## config.mk

```make
export PLATFORM = sky130hd
export DESIGN_NAME = pc_sequencer
export DESIGN_NICKNAME = d
export VERILOG_FILES = /design/src/rtl/pc_seq_pkg.sv /design/src/rtl/pc_sequencer_return_stack.sv /design/src/rtl/pc_sequencer.sv
export SDC_FILE = /design/constraint.sdc
export NUM_CORES = 1
export LEC_CHECK = 0
export CORE_ASPECT_RATIO = 1.2
export CORE_UTILIZATION = 56
export CTS_BUF_LIST = sky130_fd_sc_hd__clkbuf_2
export DETAILED_ROUTE_END_ITERATION = 10
export HOLD_SLACK_MARGIN = 0.15
export PLACE_DENSITY = 0.78
export SYNTH_ARGS = -nofsm -noshare
export SYNTH_HDL_FRONTEND = slang
export SYNTH_HIERARCHICAL = 1
export SYNTH_SLANG_ARGS = --single-unit
```

## constraint.sdc

```tcl
create_clock -name clk -period 3.3 [get_ports clk]
set_input_delay 0.66 -clock clk [delete_from_list [all_inputs] [get_ports clk]]
set_output_delay 0.66 -clock clk [all_outputs]
set_load 0.02 [all_outputs]
```

## src/rtl/pc_seq_pkg.sv

```systemverilog
// Shared definitions for the program-counter sequencer: op codes and FSM states.
package pc_seq_pkg;

  // Decoded control-flow op codes (7 is reserved and behaves as NOP).
  localparam logic [2:0] OP_NOP  = 3'd0;
  localparam logic [2:0] OP_JMP  = 3'd1;
  localparam logic [2:0] OP_JZ   = 3'd2;
  localparam logic [2:0] OP_JNZ  = 3'd3;
  localparam logic [2:0] OP_CALL = 3'd4;
  localparam logic [2:0] OP_RET  = 3'd5;
  localparam logic [2:0] OP_HALT = 3'd6;

  // Sequencer states. FAULT is terminal until reset.
  typedef enum logic [1:0] {
    ST_RUN   = 2'd0,
    ST_HALT  = 2'd1,
    ST_FAULT = 2'd2
  } seq_state_e;

endpackage

```

## src/rtl/pc_sequencer_return_stack.sv

```systemverilog
// Return-address LIFO. Entry 0 is always the top of stack, so the popped value
// is available combinationally without indexing by the depth counter.
// Requests that would overflow or underflow are dropped; the caller decides faults.
module return_stack #(
  parameter int WIDTH = 8,
  parameter int DEPTH = 4,
  localparam int DW   = $clog2(DEPTH + 1)
) (
  input  logic             clk,
  input  logic             res_n,
  input  logic             push,
  input  logic             pop,
  input  logic [WIDTH-1:0] din,
  output logic [WIDTH-1:0] dout,
  output logic [DW-1:0]    depth,
  output logic             full,
  output logic             empty
);

  localparam logic [DW-1:0] DEPTH_MAX = DW'(DEPTH);

  logic [WIDTH-1:0] mem [DEPTH];

  assign dout  = mem[0];
  assign full  = (depth == DEPTH_MAX);
  assign empty = (depth == '0);

  // Shift-register stack: push shifts entries down, pop shifts them up.
  always_ff @(posedge clk or negedge res_n) begin
    if (!res_n) begin
      depth <= '0;
      for (int i = 0; i < DEPTH; i++) mem[i] <= '0;
    end else if (push && !full) begin
      for (int i = DEPTH - 1; i > 0; i--) mem[i] <= mem[i-1];
      mem[0] <= din;
      depth  <= depth + 1'b1;
    end else if (pop && !empty) begin
      for (int i = 0; i < DEPTH - 1; i++) mem[i] <= mem[i+1];
      mem[DEPTH-1] <= '0;
      depth        <= depth - 1'b1;
    end
  end

endmodule

```

## src/rtl/pc_sequencer.sv

```systemverilog
// Program-counter sequencer: turns one decoded control-flow op per cycle into a
// PC load enable/address, with a return-address stack, HALT/resume and a
// stack-fault trap. PC load outputs are combinational so an op in cycle N
// steers the PC at the edge ending cycle N.
module pc_sequencer
  import pc_seq_pkg::*;
#(
  parameter int                   PC_WIDTH     = 8,
  parameter int                   STACK_DEPTH  = 4,
  parameter logic [PC_WIDTH-1:0]  FAULT_VECTOR = 8'hF0,
  localparam int                  SDW          = $clog2(STACK_DEPTH + 1)
) (
  input  logic                clk,
  input  logic                res_n,
  input  logic [PC_WIDTH-1:0] pc,
  input  logic                op_valid,
  input  logic [2:0]          op_code,
  input  logic [PC_WIDTH-1:0] op_target,
  input  logic                zero_flag,
  input  logic                resume,
  output logic                pc_wr_en,
  output logic [PC_WIDTH-1:0] pc_load_addr,
  output logic                halted,
  output logic                stack_err,
  output logic [SDW-1:0]      stack_depth,
  output seq_state_e          dbg_state
);

  seq_state_e          state;
  seq_state_e          state_nxt;
  logic [PC_WIDTH-1:0] hold_addr;
  logic                capture_hold;
  logic                set_err;
  logic                push;
  logic                pop;
  logic [PC_WIDTH-1:0] stk_dout;
  logic                stk_full;
  logic                stk_empty;

  assign halted    = (state == ST_HALT);
  assign dbg_state = state;

  return_stack #(
    .WIDTH (PC_WIDTH),
    .DEPTH (STACK_DEPTH)
  ) u_stack (
    .clk   (clk),
    .res_n (res_n),
    .push  (push),
    .pop   (pop),
    .din   (pc + PC_WIDTH'(1)),
    .dout  (stk_dout),
    .depth (stack_depth),
    .full  (stk_full),
    .empty (stk_empty)
  );

  // Decode op against current state into PC load, stack request and next state.
  always_comb begin
    pc_wr_en     = 1'b0;
    pc_load_addr = '0;
    push         = 1'b0;
    pop          = 1'b0;
    set_err      = 1'b0;
    capture_hold = 1'b0;
    state_nxt    = state;
    case (state)
      ST_RUN: begin
        if (op_valid) begin
          case (op_code)
            OP_JMP: begin
              pc_wr_en     = 1'b1;
              pc_load_addr = op_target;
            end
            OP_JZ, OP_JNZ: begin
              // JZ takes on zero, JNZ on non-zero.
              if (zero_flag == (op_code == OP_JZ)) begin
                pc_wr_en     = 1'b1;
                pc_load_addr = op_target;
              end
            end
            OP_CALL: begin
              pc_wr_en = 1'b1;
              if (!stk_full) begin
                push         = 1'b1;
                pc_load_addr = op_target;
              end else begin
                pc_load_addr = FAULT_VECTOR;
                set_err      = 1'b1;
                state_nxt    = ST_FAULT;
              end
            end
            OP_RET: begin
              pc_wr_en = 1'b1;
              if (!stk_empty) begin
                pop          = 1'b1;
                pc_load_addr = stk_dout;
              end else begin
                pc_load_addr = FAULT_VECTOR;
                set_err      = 1'b1;
                state_nxt    = ST_FAULT;
              end
            end
            OP_HALT: begin
              // Reload PC with itself so it stops advancing.
              pc_wr_en     = 1'b1;
              pc_load_addr = pc;
              capture_hold = 1'b1;
              state_nxt    = ST_HALT;
            end
            default: ;
          endcase
        end
      end
      ST_HALT: begin
        // On resume let the PC increment past the held address.
        if (resume) begin
          state_nxt = ST_RUN;
        end else begin
          pc_wr_en     = 1'b1;
          pc_load_addr = hold_addr;
        end
      end
      ST_FAULT: begin
        pc_wr_en     = 1'b1;
        pc_load_addr = FAULT_VECTOR;
      end
      default: state_nxt = ST_RUN;
    endcase
  end

  // State, held PC and sticky stack error register.
  always_ff @(posedge clk or negedge res_n) begin
    if (!res_n) begin
      state     <= ST_RUN;
      hold_addr <= '0;
      stack_err <= 1'b0;
    end else begin
      state <= state_nxt;
      if (capture_hold) hold_addr <= pc;
      if (set_err) stack_err <= 1'b1;
    end
  end

endmodule

```

Word level (Yosys, flattened, before mapping):

Cells that the tools add are included.

* flip-flop bits (word level): 46

* reductions and logical operators: 10
* eq/ne operators: 15
* bitwise logic cells: 1
* add/sub/neg operators: 3
* multiplexer cells: 38

Operators with widths (count)
* $mux 32: 2
* $mux 8: 5
* $pmux 8 s5: 1
* $pmux 8 s3: 1
* $mux 1: 18
* $eq 3x3->1 const B: 4
* $pmux 2 s3: 2
* $add 8x1->8 const B: 1
* $mux 2: 4
* $eq 3x2->1 const B: 2
* $mux 3: 2
* $ne 3x3->1 const B: 2
* $reduce_and 6->1: 1
* $ne 2x2->1 const B: 2
* $ne 4x2->1 const B: 1
* $pmux 1 s2: 2
* $reduce_or 4->1: 1
* $add 3x1->3 const B: 1
* $eq 3x1->1 const B: 1
* $logic_not 3->1: 1
* $pmux 1 s3: 1
* $sub 3x1->3 const B: 1
* $eq 2x1->1 const B: 1
* $eq 2x2->1 const B: 1
* other kinds (7): 9

Depth between registers and ports, before layout:

* word-level depth: 8
* gate-level depth with buffers: 12

Cells and area by module:

The synthesis kept the hierarchy.

By module, submodules not included
* return_stack: cells each 134, area an instance 1671.6 µm², instances 1
* pc_sequencer: cells each 113, area an instance 1043.5 µm², instances 1

Worst setup path before layout:

Ideal clock, no wire load.

* path kind: input-to-reg
* from: input port op_code[0]
* to: register u_stack.depth[2]
* path buffers: 4
* data arrival time: 2.664 ns
* data required time: 3.228 ns
* stages: 10
* slack: 0.564 ns
* cell sequence: buf_6 > buf_2 > nor4b_1 > clkbuf_1 > and2_1 > buf_2 > fa_1 > nand2_1 > a211oi_1 > nand4b_1

* cells in the longest elaborated chain, start to end: 6
* elaborated cells on any way between the ends: 12
* classes of those cells: eq/ne: 2; mux: 7; reduce/logical: 3

Ends and longest elaborated chain
* start: declaration: RTL line pc_sequencer.sv:17 `input logic [2:0] op_code,`
* $eq 3x3->1 *: RTL line pc_sequencer.sv:70 `case (op_code)`
* $mux 1 *: RTL line pc_sequencer.sv:70
* $mux 1 *: RTL line pc_sequencer.sv:69 `if (op_valid) begin`
* $mux 1 *: RTL line pc_sequencer.sv:67 `case (state)`
* net push: RTL line pc_sequencer.sv:34 `logic push;`
* $logic_and 1x1->1 *: RTL line pc_sequencer_return_stack.sv:33 `end else if (push && !full) begin`
* $mux 3 or $reduce_bool 2->1 (tied branches)
* end signal: assignment: RTL line pc_sequencer_return_stack.sv:36 `depth <= depth + 1'b1;`
* end signal: assignment: RTL line pc_sequencer_return_stack.sv:40 `depth <= depth - 1'b1;`
* end: declaration: RTL line pc_sequencer_return_stack.sv:15 `output logic [DW-1:0] depth,`

The timed path passes the listed nets; every way through them passes the cells marked *.
A chain may end at the register's enable or synchronous reset.

Final worst setup path:

* from: input port op_code[0]
* to: output port pc_load_addr[1]

* cells in the longest elaborated chain, start to end: 6
* elaborated cells on any way between the ends: 12
* classes of those cells: eq/ne: 7; mux: 4; reduce/logical: 1

Ends and longest elaborated chain
* $eq 3x2->1: RTL line pc_sequencer.sv:70, pc_sequencer.sv:77
* $eq 1x1->1: RTL line pc_sequencer.sv:77 `if (zero_flag == (op_code == OP_JZ)) begin`
* $mux 8: RTL line pc_sequencer.sv:77
* $pmux 8 s5 *: RTL line pc_sequencer.sv:70
* $mux 8 *: RTL line pc_sequencer.sv:69
* $pmux 8 s3 *: RTL line pc_sequencer.sv:67
* end: declaration: RTL line pc_sequencer.sv:22 `output logic [PC_WIDTH-1:0] pc_load_addr,`

Mark *: on every way between the ends. The rest lies on a longest branch, timed or not.

==> flow_metrics.tcl <==
set metrics [dict create \
    syn2layout_area_growth_pct 15.7 \
    cp_data_arrival_time_ps 2540 \
    grt_usage_pct 25.7 \
    status "finished clean" \
    crit_buf_inv 3 \
    path_delay_family "buffers and inverters" \
    period_minus_slack_ps 3200 \
    synth.area.top_cells "dfrtp_1 42%, a221o_1 8.8%, and3_1 6.5%" \
    worstSetupPathType "in -> out" \
    async_reset_ff_share_pct 100 \
    dieWidth_um 65.6 \
    syn-num-nets 273 \
    fill_cells 376 \
    core-area_um2 4630 \
    postRouteAntennaNets 0 \
    fmax_mhz 312 \
    port_buffers 39 \
    yosysWarnings 6 \
    synth_area_per_cell_um2 11.0 \
    rows 27 \
    place_hpwl_mm 4.31 \
    drtPass1Iterations 4 \
    antenna_found_initial 0 \
    p_leak_nw 1.50 \
    grt_pass1_vias 2060 \
    drive_gt1_share_pct 16.1 \
    hold_buffers 0 \
    drcViolationCount 0 \
    ir_worst_vdd_mv 0.398 \
    drt-total-wl_mm 6.13 \
    skew_ps 20.5 \
    slew_violations 0 \
    start_kind "input port" \
    min_path_type "in -> async" \
    synth_cell_types 55 \
    power_density_nw_per_um2 664 \
    final_common_cell "dfrtp_1" \
    die-area_um2 5130 \
    post_dp_cell_area_um2 3070 \
    worst_slew_pin_slew_ps 1020 \
    synth-edff-count 0 \
    path_cells "clkdlybuf4s50_1 > buf_4 > and2b_1 > a32o_1 > a22oi_1 > o21ai_2 > dlygate4sd2_1" \
    setup_viol 0 \
    clkTransAtPathRegs_ps 240 \
    cts-root-buf "clkbuf_2" \
    io_pins 40 \
    slowest_stage "clkdlybuf4s50_1" \
    wl_per_cell_um 18.1 \
    post_cts_buffers 0 \
    syn_area_um2 2720 \
    cp_slowest_stage_delay_ps 530 \
    pre_cts_ws_ps -128 \
    num_vias 2163 \
    h-tree-depth 2 \
    yosys.area.top_type "dfrtp_1" \
    cts_resized 9 \
    cp-end-kind "output port" \
    drtIter0Drc 124 \
    required_ps 2640 \
    grt_pass1_wl_mm 10.0 \
    mostFrequentLayoutCells "45 x dfrtp_1, 30 x clkdlybuf4s50_1, 28 x and3_1" \
    maxCapViolations 0 \
    cp_max_fo 18 \
    clockBufferDepth 2 \
    final_area_um2 3140 \
    initial_core_util_pct 58.7 \
    place_congestion 0.907 \
    yosysTopAreaCellShare_pct 42.4 \
    die_h_um 78.3 \
    clock_sinks 46 \
    grt_overflow_total 0 \
    netlist_instances 247 \
    n_antenna_cell 0 \
    fin_ws_ps 98.6 \
    ys.flop_type "dfrtp_1" \
    hold_violations 0 \
    period_share_pct 97.0 \
    cts_buffers 5 \
    synth-seq-cells 46 \
    utilization_pct 67.9 \
    via_per_inst 6.40 \
    slew-limit-headroom_pct 32.0 \
    clock_latency_ps 410 \
    fin_nets 305 \
    cts_tree "done" \
    seq_area_frac_synth_pct 42.4 \
    grt_max_degree 47 \
    rsz0062_at_grt "false" \
]
## cell usage after synthesis (3+ instances only)
| cell type | instances |
|---|---|
| nor2b_1 | 3 |
| inv_1 | 5 |
| xnor2_1 | 3 |
| and3_1 | 28 |
| nor3_1 | 4 |
| o21ai_2 | 4 |
| nor2_1 | 5 |
| a22o_1 | 12 |
| nand3_1 | 3 |
| a221o_1 | 24 |
| nor3b_1 | 4 |
| clkbuf_1 | 4 |
| buf_4 | 8 |
| nand2_1 | 9 |
| a31oi_1 | 9 |
| dfrtp_1 | 46 |
| buf_2 | 5 |
| mux2_2 | 7 |
| a32o_1 | 4 |
| a22oi_1 | 4 |
| xor2_1 | 4 |
| a21oi_1 | 5 |
| buf_6 | 9 |
## final timing paths
check	startpoint	to	slack [ps]	depth (start not counted)
setup / recovery	op_code[0]	pc_load_addr[1]	100	7
hold / removal	res_n	u_stack/mem[21]	370	1
setup reg to reg	u_stack/depth[1]	u_stack/mem[19]	680	8
hold reg to reg	stack_err	stack_err	490	1
max in group asynchronous	res_n	u_stack/depth[2]	2230	1
min in group clk	stack_err	stack_err	490	1
## state kept, by name, indices dropped and copies added, names as in the netlist
register and cells:
dbg_state 2, hold_addr 8, stack_err 1, u_stack/depth 3, u_stack/dout 8, u_stack/mem 24
## per-layer routing
metal,track usage (%),vias to the layer above,part of all wire (%)
met4,8.91,0,1.9
met1,34.7,1072,45
met3,4.36,11,3.8
li1,-,1022,-
met5,0,-,0
met2,41.4,58,49
## area by class of cell
class	count	area (um^2)	area share, %
Multi-Input combinational cell	169	1350	43.1
Sequential cell	46	1150	36.7
Timing Repair Buffer	52	473	15.1
Tap cell	58	72.6	2.31
Clock inverter	3	45.0	1.43
Clock buffer	5	25.0	0.797
Inverter	5	18.8	0.598
## metrics by stage
| stage | setup TNS (ps) | power [W] | std cells | hold slack [ps] |
|---|---|---|---|---|
| floorplan | 0 | 0.00156 | 247 | 364 |
| global placement | -596 | 0.00177 | 330 | 445 |
| detailed placement | -778 | 0.00180 | 330 | 446 |
| CTS | 0 | 0.00210 | 338 | 383 |
| global route | 0 | 0.00223 | 338 | 407 |
| finish | 0 | 0.00209 | 338 | 372 |
## where the power goes
group          internal, W  switching, W  total, W
logic             0.000425      0.000382  0.000807
clock network     0.000127      0.000181  0.000308
registers         0.000776      0.000195  0.000971
## kinds of logic after synthesis
logic type,Yosys count,share of synthesized area [%]
DFF,46,42.4
adders and majority gates,2,1.20
xor gates and xnor gates,7,2.26
buffers and inverters,32,8.25
AOI/OAI and AO/OA,73,23.7
muxes,10,4.19
and+or+nand+nor,77,18.0
(Power assumes the default switching activity.)
